`config.mk`:
```
export PLATFORM = sky130hd
export DESIGN_NAME = daq_mode_sequencer
export DESIGN_NICKNAME = d
export VERILOG_FILES = /design/src/rtl/daq_mode_sequencer.sv
export SDC_FILE = /design/constraint.sdc
export NUM_CORES = 1
export LEC_CHECK = 0
export ABC_CLOCK_PERIOD_IN_PS = 2620
export CAP_MARGIN = 20
export CORE_MARGIN = 1
export CORE_UTILIZATION = 45
export CTS_CLUSTER_DIAMETER = 60
export DETAILED_ROUTE_END_ITERATION = 10
export PLACE_DENSITY = 0.74
export SLEW_MARGIN = 20
export SYNTH_ARGS = -nofsm -noshare
export SYNTH_HDL_FRONTEND = slang
export SYNTH_SLANG_ARGS = --single-unit
```
`constraint.sdc`:
```
create_clock -name Clk -period 2.62 [get_ports Clk]
set_clock_uncertainty 0.2 [all_clocks]
set_input_delay 0.393 -clock Clk [delete_from_list [all_inputs] [get_ports Clk]]
set_output_delay 0.393 -clock Clk [all_outputs]
set_load 0.01 [all_outputs]
```
`src/rtl/daq_mode_sequencer.sv`:
```
// Arbitrates ownership of the DAQ datapath between the AutoDaq and SlaveDaq engines,
// draining the current owner and pulsing the ASIC reset plus a power settle window on every switch.
module daq_mode_sequencer #(
    parameter int unsigned RESET_PULSE_CYCLES = 8,
    parameter int unsigned SETTLE_CYCLES      = 200,
    parameter int unsigned DRAIN_TIMEOUT      = 65535
) (
    input  logic       Clk,
    input  logic       reset,
    input  logic       DaqSelect,
    input  logic       UsbAcqStart,
    input  logic       AutoDaq_Busy,
    input  logic       SlaveDaq_Busy,
    output logic       AutoAcq_Start,
    output logic       SlaveAcq_Start,
    output logic       ActiveDaq,
    output logic       Seq_RESET_B,
    output logic       PwrForceOn,
    output logic       SwitchBusy,
    output logic       DrainTimeout,
    output logic [2:0] seq_state
);

    localparam logic [2:0] ST_IDLE   = 3'd0;
    localparam logic [2:0] ST_RUN    = 3'd1;
    localparam logic [2:0] ST_DRAIN  = 3'd2;
    localparam logic [2:0] ST_RESET  = 3'd3;
    localparam logic [2:0] ST_SETTLE = 3'd4;

    // Loads are length-1: a state lasts load+1 cycles, leaving on the edge where the count is 0.
    localparam logic [15:0] RESET_LOAD  = 16'(RESET_PULSE_CYCLES - 1);
    localparam logic [15:0] SETTLE_LOAD = 16'(SETTLE_CYCLES - 1);
    localparam logic [15:0] DRAIN_LOAD  = 16'(DRAIN_TIMEOUT - 1);

    logic [2:0]  state;
    logic [2:0]  state_nxt;
    logic [15:0] cnt;
    logic [15:0] cnt_nxt;
    logic        active_nxt;
    logic        timeout_set;
    logic        busy_sel;
    logic        switch_req;

    assign busy_sel   = ActiveDaq ? SlaveDaq_Busy : AutoDaq_Busy;
    assign switch_req = (DaqSelect != ActiveDaq);

    always_comb begin
        state_nxt   = state;
        cnt_nxt     = cnt;
        active_nxt  = ActiveDaq;
        timeout_set = 1'b0;
        case (state)
            ST_IDLE: begin
                if (switch_req) begin
                    state_nxt  = ST_RESET;
                    active_nxt = DaqSelect;
                    cnt_nxt    = RESET_LOAD;
                end else if (UsbAcqStart) begin
                    state_nxt = ST_RUN;
                    cnt_nxt   = 16'd0;
                end
            end
            ST_RUN: begin
                if (!UsbAcqStart || switch_req) begin
                    state_nxt = ST_DRAIN;
                    cnt_nxt   = DRAIN_LOAD;
                end
            end
            ST_DRAIN: begin
                if (!busy_sel || cnt == 16'd0) begin
                    timeout_set = busy_sel;
                    if (switch_req) begin
                        state_nxt  = ST_RESET;
                        active_nxt = DaqSelect;
                        cnt_nxt    = RESET_LOAD;
                    end else begin
                        state_nxt = ST_IDLE;
                        cnt_nxt   = 16'd0;
                    end
                end else begin
                    cnt_nxt = cnt - 16'd1;
                end
            end
            ST_RESET: begin
                if (cnt == 16'd0) begin
                    state_nxt = ST_SETTLE;
                    cnt_nxt   = SETTLE_LOAD;
                end else begin
                    cnt_nxt = cnt - 16'd1;
                end
            end
            ST_SETTLE: begin
                if (cnt == 16'd0) begin
                    state_nxt = ST_IDLE;
                    cnt_nxt   = 16'd0;
                end else begin
                    cnt_nxt = cnt - 16'd1;
                end
            end
            default: begin
                state_nxt = ST_IDLE;
                cnt_nxt   = 16'd0;
            end
        endcase
    end

    // Outputs are decoded from the next state so they line up with the state register itself.
    always_ff @(posedge Clk or posedge reset) begin
        if (reset) begin
            state          <= ST_IDLE;
            cnt            <= 16'd0;
            ActiveDaq      <= 1'b0;
            AutoAcq_Start  <= 1'b0;
            SlaveAcq_Start <= 1'b0;
            Seq_RESET_B    <= 1'b1;
            PwrForceOn     <= 1'b0;
            SwitchBusy     <= 1'b0;
            DrainTimeout   <= 1'b0;
        end else begin
            state          <= state_nxt;
            cnt            <= cnt_nxt;
            ActiveDaq      <= active_nxt;
            AutoAcq_Start  <= (state == ST_RUN) && (state_nxt == ST_RUN) && !ActiveDaq;
            SlaveAcq_Start <= (state == ST_RUN) && (state_nxt == ST_RUN) && ActiveDaq;
            Seq_RESET_B    <= (state_nxt != ST_RESET);
            PwrForceOn     <= (state_nxt == ST_SETTLE);
            SwitchBusy     <= (state_nxt != ST_IDLE) && (state_nxt != ST_RUN);
            if (timeout_set) begin
                DrainTimeout <= 1'b1;
            end
        end
    end

    assign seq_state = state;

endmodule

```
# Word level (Yosys, flattened, before mapping)
# Index checks and enable logic that the tools add are counted.
dict set report classes {
  add_sub_neg 1
  n_eq_ne 12
  n_mux 22
  reduce_logical 15
}
# cell n
set ops {}
lappend ops {{$mux 16} 6}
lappend ops {{$pmux 16 s5} 1}
lappend ops {{$mux 3} 7}
lappend ops {{$logic_not 16->1} 1}
lappend ops {{$sub 16x1->16 const B} 1}
lappend ops {{$pmux 3 s5} 1}
lappend ops {{$eq 3x1->1 const B} 2}
lappend ops {{$eq 3x2->1 const B} 2}
lappend ops {{$eq 3x3->1 const B} 2}
lappend ops {{$mux 1} 5}
lappend ops {{$logic_and 1x1->1} 4}
lappend ops {{$ne 2x2->1 const B} 2}
lappend ops {{$reduce_and 2->1} 2}
lappend ops {{$logic_not 1->1} 3}
lappend ops {{$logic_not 3->1} 1}
lappend ops {{$ne 3x1->1 const B} 1}
lappend ops {{$ne 3x2->1 const B} 1}
lappend ops {{$ne 3x3->1 const B} 1}
lappend ops {{$reduce_bool 3->1} 1}
lappend ops {{$logic_or 1x1->1} 2}
lappend ops {{$mux 2} 1}
lappend ops {{$pmux 1 s2} 1}
lappend ops {{$reduce_bool 2->1} 1}
lappend ops {{$ne 1x1->1} 1}
dict set report totals {
  ff_bits 26
  input_bits 6
  output_inout_bits 10
  word_cells 59
}

# Depth between registers and ports, before layout
dict set report logic_depth {
  ltp_word 8
  depth_mapped 9
  ltp_nobuf 7
}

# Least setup slack after synthesis
# No wires, ideal clock.
dict set report synth_path {
  kind {register to register}
  start {register cnt[0]}
  end {register cnt[14]}
  setup_ns 0.087
  arrival_ns 2.427
  required_time_ns 2.333
  setup_slack_ns -0.094
  path_stages_with_launch 9
  path_buffers 1
  synth_period_minus_slack_ns 2.714
  cell_sequence {dfrtp_1 > inv_1 > ha_1 > or4b_1 > buf_2 > or4_4 > or3_1 > or3_1 > o211ai_1}
}
dict set report synth_between {
  elab_chain_len 4
  elab_cells_between_ends 7
  cone_classes {1 x add/sub; 4 x mux; 2 x reduce/logical}
}
# element line_no
set synth_rtl {}
lappend synth_rtl {{from (decl)} 37} ;# logic [15:0] cnt;
lappend synth_rtl {{from (signal assigned)} 121} ;# cnt <= cnt_nxt;
lappend synth_rtl {{branches (longest 3 deep; another with $sub 16x1->16)} -}
lappend synth_rtl {{$pmux 16 s5 *} 52} ;# case (state)
# Every way passes the cells marked *.
# A chain may end at the register's enable or synchronous reset.

# Worst setup path in the final report
dict set report layout_path {
  start {register cnt[0]}
  end {register ActiveDaq}
}
dict set report layout_between {
  elab_chain_len 4
}
# element line_no
set layout_rtl {}
lappend layout_rtl {{$logic_not 16->1} 70} ;# if (!busy_sel || cnt == 16'd0) begin
lappend layout_rtl {{$logic_or 1x1->1} 70}
lappend layout_rtl {{$ne 2x2->1 (no source line)} -}
lappend layout_rtl {{$reduce_and 2->1 (no source line)} -}
lappend layout_rtl {{to (signal assigned)} 122} ;# ActiveDaq <= active_nxt;
lappend layout_rtl {{to (decl)} 16} ;# output logic ActiveDaq,
# No other way between the ends.

==> results.md <==
- The run finished, with violations left.
- The checks that failed: negative setup slack.
- Once routing completed, OpenROAD measured the worst setup slack at -0.03021 ns.
- After synthesis, the share of flip-flops with an asynchronous set or reset is 100.0%.
- The clock tree from TritonCTS is built.
- For this run, the detailed router's first-pass iteration total came to 5.
- The starting density of the core is 47.51%.
- The mean post-synth cell area is 8.752 um2.
- The proportion of layout cells with a drive suffix above 1 is 28.83%.
- VDD sags by at most between 0.5 and 0.6 mV.
- Detailed routing inserted a total of about 1,700 vias.
- After clock tree synthesis, the flow added hold-fix buffers numbering 0.
- The maximum achievable frequency is 377.3 MHz.
- At the pin with the least slew margin, the transition time is a little under 0.7 ns.
- The leakage power is around 0.99 nW.
- The clock latency of the later-clocked register in the worst-skew pair is roughly 0.34 ns.
- The number of pins exceeding their max-slew limit in the final report came to 0.
- The final HPWL from detailed placement is 3.179 mm.
- The first global-routing pass estimated ~7 mm of wire.
- The maximum fanout count along the critical path is 4.
- After synthesis the cells add up to between 1500 and 2000 um2.
- The worst setup path is captured at a flop.
- Measured against its own limit, the worst slew margin works out to around 54%.
- The via count of the first global-routing pass is between 1,500 and 2,000.
- Entering global routing, the biggest net connects 27 pins.
- In the global route stage, overall resource usage came out at around 25%.
- The number of antenna repair diodes is 0.
- Data arrives at the worst endpoint at roughly 2.7 ns.
- The final period utilization is 101.2%.
- The number of hold-slack violations in the final timing report came to 0.
- After detailed routing, the number of remaining DRC violations is 0.
- In this run the count of I/O pins placed on the die edge is 16.
- The overall power of the completed layout is ~2.3 mW.
- The layout has about 260 filler cells.
- The total die area is 3822 um2.
- The instance count of the mapped netlist is between 150 and 200.
- The predominant post-synthesis flop cell is sky130_fd_sc_hd__dfrtp_1.
- The required arrival time at the worst endpoint is 2.67 ns.
- The number of synthesized flops with an enable pin is 0.
- The critical path start-end classification is reg2reg.
- STA classifies the critical path startpoint as a flop.
- Routability-driven placement finished with a final weighted congestion of between 0.9 and 1.
- The die width is 61.82 um.
- The sum of overflow across all layers after global routing is 0.
- The detailed router's first-iteration violation count is around 130.
- The power density over cell area is 1059 nW/um2.
- The final layout contains routed wiring with a total length of roughly 4.9 mm.
- The clock-pin slew on the worst setup and hold paths is ~0.16 ns.
- The share of the core filled with cells is between 60% and 70%.
- The H-tree depth is 1.
- The path category of the worst min-delay check is in2async.
- The layout overhead on the synthesized area is 34.42%.
- For the finished layout, the period the worst path requires is around 2.7 ns.
- The initialized floorplan defines 21 standard-cell rows.
- The number of nets handed over by synthesis was between 150 and 200.
- The area of the core is 3390 um2.
- The count of buffers added on input and output ports is 15.
- Once detail routing completed, the nets flagged for antenna violations numbered 0.
- The net count of the finished layout is 230.
- The setup TNS is -0.04585 ns.
- During synthesis, Yosys emitted a total of 0 warnings.
- The placed standard-cell area is a little under 2000 um2.
- The tree is rooted in a sky130_fd_sc_hd__clkbuf_4.
- The post-synthesis cell type count is 48.
- The final routed wire length divided by cell count is between 15 and 20 um.
- Setup violations remaining at the end of the flow were counted as 2.
- The initial antenna violation count came to 0.
- From bottom edge to top edge, the die measures about 62 um.
- After detailed routing, the number of vias per cell comes to between 6 and 7.
- Max-cap violations in this run came to 0.
- Counting every sink on the clock net gives 26.
- The area of all placed cells without fillers is 2165 um2.
- The deepest clock path buffer count is 2.
- Of the synthesized area, sequential elements account for 40.48%.
- TritonCTS created 3 clock buffers.
- The synthesis-stage register bit count is 26.
- Setup repair after global routing could not meet its margin everywhere.
sequential cells by signal (all words and copies together) (netlist names):
name,cells
ActiveDaq,1
seq_state,3
SwitchBusy,1
Seq_RESET_B,1
PwrForceOn,1
AutoAcq_Start,1
SlaveAcq_Start,1
DrainTimeout,1
cnt,16
synth_stat cells (all sizes together) (4+ instances only):
| master | count | area (um2) |
|---|---|---|
| dfrtp | 25 | 625.6 |
| a21oi | 16 | 80.08 |
| nor2 | 14 | 52.55 |
| nand2 | 13 | 48.80 |
| o21ai | 13 | 65.06 |
| nor3 | 10 | 50.05 |
| inv | 9 | 33.78 |
| clkbuf | 8 | 30.03 |
| or3 | 7 | 43.79 |
| nand3 | 6 | 30.03 |
| or4 | 5 | 42.54 |
| nor4 | 4 | 40.04 |
| o211a | 4 | 40.04 |
logic make-up after synthesis:
| logic type | count (synthesis) | synth area share [%] |
|---|---|---|
| buf+inv | 20 | 4.895 |
| compound gates | 63 | 27.04 |
| simple gates | 66 | 22.07 |
| fa+ha+maj | 1 | 0.7769 |
| flops | 26 | 40.48 |
| mux | 3 | 2.020 |
| xor+xnor | 5 | 2.720 |
worst max-delay path, stage by stage (launching register included):
cell and delay, ns:
sky130_fd_sc_hd__dfrtp_1 0.43, sky130_fd_sc_hd__inv_2 0.09, sky130_fd_sc_hd__ha_4 0.13, sky130_fd_sc_hd__or4b_4 0.47, sky130_fd_sc_hd__buf_6 0.15, sky130_fd_sc_hd__nor4_4 0.33
sky130_fd_sc_hd__buf_4 0.19, sky130_fd_sc_hd__nor2_4 0.04, sky130_fd_sc_hd__a211oi_2 0.22, sky130_fd_sc_hd__mux2_4 0.32
stage by stage:
stage,worst slack (ns),instances,hold WS [ns]
finish,-0.03021,268,0.1829
global route,-0.1136,268,0.2500
CTS,0.01419,264,0.2129
detailed placement,-0.04388,256,0.2559
global placement,0.02301,256,0.2524
floorplan,-0.05679,184,0.2323
power by group:
| part | internal (mW) | total, mW | switching [mW] |
|---|---|---|---|
| Sequential | 0.544 | 0.777 | 0.233 |
| Clock | 0.155 | 0.293 | 0.138 |
| Combinational | 0.610 | 1.22 | 0.612 |
| Total | 1.31 | 2.29 | 0.984 |
what timing repair did:
item,in CTS,in global routing
pin swaps,3,10
resized for setup,3,26
gates cloned,0,0
endpoints found under the setup margin,9,16
buffers inserted,4,4
cell type report:
class | count | area, um2 | share of cell area (%)
multi-input cells | 138 | 977.2 | 45.14
flip-flops and latches | 26 | 653.1 | 30.17
repair buffers | 45 | 390.4 | 18.03
well taps | 46 | 57.56 | 2.659
inverters | 9 | 33.78 | 1.561
clock inverters | 1 | 30.03 | 1.387
clock buffers | 3 | 22.52 | 1.040
cells in the final DEF, fill, tap and decap left out, drive strengths merged, types with 2 or more instances in the layout:
| cell | synthesis | layout |
|---|---|---|
| nor4 | 4 | 4 |
| buf | 3 | 30 |
| a22o | 2 | 2 |
| xnor2 | 2 | 2 |
| nor3 | 10 | 10 |
| o221ai | 2 | 2 |
| a211o | 3 | 3 |
| clkdlybuf4s50 | 0 | 15 |
| nand3 | 6 | 6 |
| a211oi | 2 | 2 |
| o32ai | 2 | 2 |
| mux2 | 2 | 2 |
| o21ai | 13 | 13 |
| a21o | 2 | 2 |
| xor2 | 3 | 3 |
| or2 | 3 | 3 |
| or3 | 7 | 7 |
| o211a | 4 | 4 |
| a21oi | 16 | 16 |
| nor2 | 14 | 14 |
| a31o | 2 | 2 |
| inv | 9 | 9 |
| clkbuf | 8 | 3 |
| dfrtp | 25 | 25 |
| o21a | 2 | 2 |
| or4 | 5 | 5 |
| o211ai | 3 | 3 |
| o31ai | 2 | 2 |
| nand2 | 13 | 13 |
final timing paths:
check / from / cells past startpoint / slack [ns] / to
setup / recovery: cnt[0] / 9 / -0.03 / ActiveDaq
hold / removal: reset / 3 / 0.18 / cnt[11]
setup reg to reg: cnt[0] / 9 / -0.03 / ActiveDaq
hold reg to reg: DrainTimeout / 1 / 0.29 / DrainTimeout
max in group asynchronous: reset / 3 / 1.73 / Seq_RESET_B
min in group Clk: DrainTimeout / 1 / 0.29 / DrainTimeout
metal layers:
layer / vias up / GRT usage [%] / wire (um)
met5: - / 0 / 0
met3: 25 / 2.484 / 380
met4: 0 / 10.48 / 174
met1: 800 / 35.42 / 1976
met2: 98 / 40.71 / 2387
li1: 766 / - / -
(Power assumes the default switching activity.)
==> variant, RTL diff (same flow settings) <==
Register the inputs `DaqSelect`, `UsbAcqStart`, `AutoDaq_Busy` and `SlaveDaq_Busy` before use, without a reset. The logic sees them one clock later.
--- a/src/rtl/daq_mode_sequencer.sv
+++ b/src/rtl/daq_mode_sequencer.sv
@@ -34,2 +34,14 @@
 
+    logic DaqSelect_q;
+    logic UsbAcqStart_q;
+    logic AutoDaq_Busy_q;
+    logic SlaveDaq_Busy_q;
+
+    always_ff @(posedge Clk) begin
+        DaqSelect_q     <= DaqSelect;
+        UsbAcqStart_q   <= UsbAcqStart;
+        AutoDaq_Busy_q  <= AutoDaq_Busy;
+        SlaveDaq_Busy_q <= SlaveDaq_Busy;
+    end
+
     logic [2:0]  state;
@@ -43,4 +55,4 @@
 
-    assign busy_sel   = ActiveDaq ? SlaveDaq_Busy : AutoDaq_Busy;
-    assign switch_req = (DaqSelect != ActiveDaq);
+    assign busy_sel   = ActiveDaq ? SlaveDaq_Busy_q : AutoDaq_Busy_q;
+    assign switch_req = (DaqSelect_q != ActiveDaq);
 
@@ -55,5 +67,5 @@
                     state_nxt  = ST_RESET;
-                    active_nxt = DaqSelect;
+                    active_nxt = DaqSelect_q;
                     cnt_nxt    = RESET_LOAD;
-                end else if (UsbAcqStart) begin
+                end else if (UsbAcqStart_q) begin
                     state_nxt = ST_RUN;
@@ -63,3 +75,3 @@
             ST_RUN: begin
-                if (!UsbAcqStart || switch_req) begin
+                if (!UsbAcqStart_q || switch_req) begin
                     state_nxt = ST_DRAIN;
@@ -73,3 +85,3 @@
                         state_nxt  = ST_RESET;
-                        active_nxt = DaqSelect;
+                        active_nxt = DaqSelect_q;
                         cnt_nxt    = RESET_LOAD;
Formal check against the unedited RTL: not equivalent (a bounded check fails within 4 cycles, from zero or initial values and one cycle with reset high).
==> variant against the unedited design <==
- worst setup slack better by 0.076 ns
- count of clock-buffer cells in the layout up 2
- core utilization fell by 3.9 points
- synthesized cell count grew 15%
- design area is 4.5% higher
- critical path depth fell by 2
- wire length decreased by 5.8%
- total power increased by 21%
- via count grew 5.6%
- sequential cell count rose by 4
- area after synthesis rose by 13%
- largest cell class unchanged
- largest power group unchanged
==> variant: results <==
cells_and_area:
  nets: 249
  top_register: "cnt"
  fin_area_um2: 2260
  largest_reg_flops: 16
  antenna-diode-count: 0
  fill_cells: 311
  drive_above_1_share_pct: 20.2
worst_setup_path:
  timing.rr.end: "cnt[1]$_DFFE_PP0P_"
  cpLargestDelayFamily: "simple AND/OR/NAND/NOR gates"
  worstPathMaxFanout: 5
  r2r_cells: 7
  arrival_ns: 2.54
  reg2reg_from: "cnt[1]$_DFFE_PP0P_"
  slowest_delay_ns: 0.50
  rrSetupSlack_ns: 0.05
  crit_path_top_delay_cell: "or4b_4"
clock_tree:
  ctsLongestPathBuffers: 2
  clk-insertion-delay-late_ns: 0.29
  cts-buffers-inserted: 5
  cts_root_buf: "clkbuf_8"
  htreeDepth: 2
  clkTransAtPathRegs_ns: 0.07
run_status:
  status: "complete, no violations"
global_routing:
  grt_pass1_wl_um: 7900
  antenna_found_initial: 0
  grt_pass1_vias: 1635
  grt.total_usage_pct: 24.7
synth:
  synthesis.nets: 218
  synthTopCellsByCount: "dfrtp_1, a21oi_1, nand2_1, nor2_1, o21ai_0"
  ys_async_sr_fraction_pct: 86.7
  ys_seq_area_share_pct: 40.3
  synth.area.top_cells: "dfrtp_1, a21oi_1, dfxtp_1"
  yosysUniqueCellTypes: 54
  synth_ff_type: "dfrtp_1"
placed_design:
  place.gp.congestion: 0.981
  port_buffers: 15
  placed_area_um2: 2100
  dp_hpwl_um: 3280
detailed_routing:
  routed_via_density: 6.13
  dr.pass1.iters: 4
  drtIter0Drc: 117
  finalWirelength_um: 4640
sta:
  worstMarginPinSlew_ns: 0.621
hold_path:
  hp-class: "input port to async pin"
power_and_ir_drop:
  leakage_nw: 0.956
  ir_drop_v: 0.000578
job:
  maxCapViolCount: 0
-- variant: changes by cell type after synthesis, sizes merged, moves of 4 or more --
cell / unedited run / this run
nand2b: 0 / 5
a31oi: 1 / 8
a21oi: 16 / 20
dfxtp: 0 / 4
nand2: 13 / 18
o22ai: 0 / 5
nand3: 6 / 10
o211a: 4 / 0
-- variant: routing by layer --
metal | vias up | track usage (%) | wire length (µm)
met2 | 89 | 33.9 | 2000
met1 | 837 | 34.8 | 2130
met4 | 0 | 14.4 | 138
met5 | - | 0 | 0
li1 | 836 | - | -
met3 | 21 | 6.42 | 364
-- variant: cells by family after synthesis --
kind of cell    Yosys count  share of synthesized area, %
compound gates           66                          23.5
xor+xnor                  5                          2.41
fa+ha+maj                 1                         0.690
buf+inv                  21                          4.62
flops                    30                          40.3
mux                       3                          1.86
simple gates             85                          26.6
-- variant: worst min-delay path, cell delays in order --
cell and delay (ns):
clkdlybuf4s50_1 0.40, inv_1 0.05, buf_4 0.32
-- variant: power by group --
| group | switching, mW | total [mW] | internal (mW) |
|---|---|---|---|
| combinational | 0.814 | 1.49 | 0.676 |
| clock | 0.196 | 0.478 | 0.283 |
| sequential | 0.181 | 0.814 | 0.633 |
| total | 1.19 | 2.78 | 1.59 |
-- variant: metrics by stage --
stage,instances,setup slack [ns],hold WS [ns],TNS [ns]
after CTS,287,0.00529,0.283,0
final,291,0.0458,0.269,0
after global routing,291,-0.0261,0.316,-0.0632
after global placement,279,0.0804,0.261,0
after floorplan,211,0.205,0.221,0
after detailed placement,279,0.0172,0.267,0
-- variant: final cells by class --
type                       instances  area share [%]
tap                               48            2.65
clock buffer                       5            3.04
clock inverter                     3            1.99
inverter                           9            1.49
multi-input combinational        160            44.9
sequential                        30            32.4
timing repair buffer              36            13.6
-- variant: worst max path at each step --
stage | startpoint | to | slack (ns) | cells past startpoint
floorplan | cnt[0]$_DFFE_PP0P_ | cnt[1]$_DFFE_PP0P_ | 0.21 | 7
global placement | cnt[0]$_DFFE_PP0P_ | cnt[1]$_DFFE_PP0P_ | 0.08 | 7
detailed placement | cnt[0]$_DFFE_PP0P_ | cnt[1]$_DFFE_PP0P_ | 0.02 | 7
CTS | cnt[0]$_DFFE_PP0P_ | cnt[1]$_DFFE_PP0P_ | 0.005 | 7
global route | cnt[1]$_DFFE_PP0P_ | SwitchBusy$_DFF_PP0_ | -0.03 | 7
finish | cnt[1]$_DFFE_PP0P_ | cnt[1]$_DFFE_PP0P_ | 0.05 | 7
-- variant: repair_timing --
action,in CTS,in global routing
endpoints found under the hold margin,0,0
gates resized for setup,0,4
setup endpoints to repair,0,11
hold buffers,0,0
buffers inserted,0,4
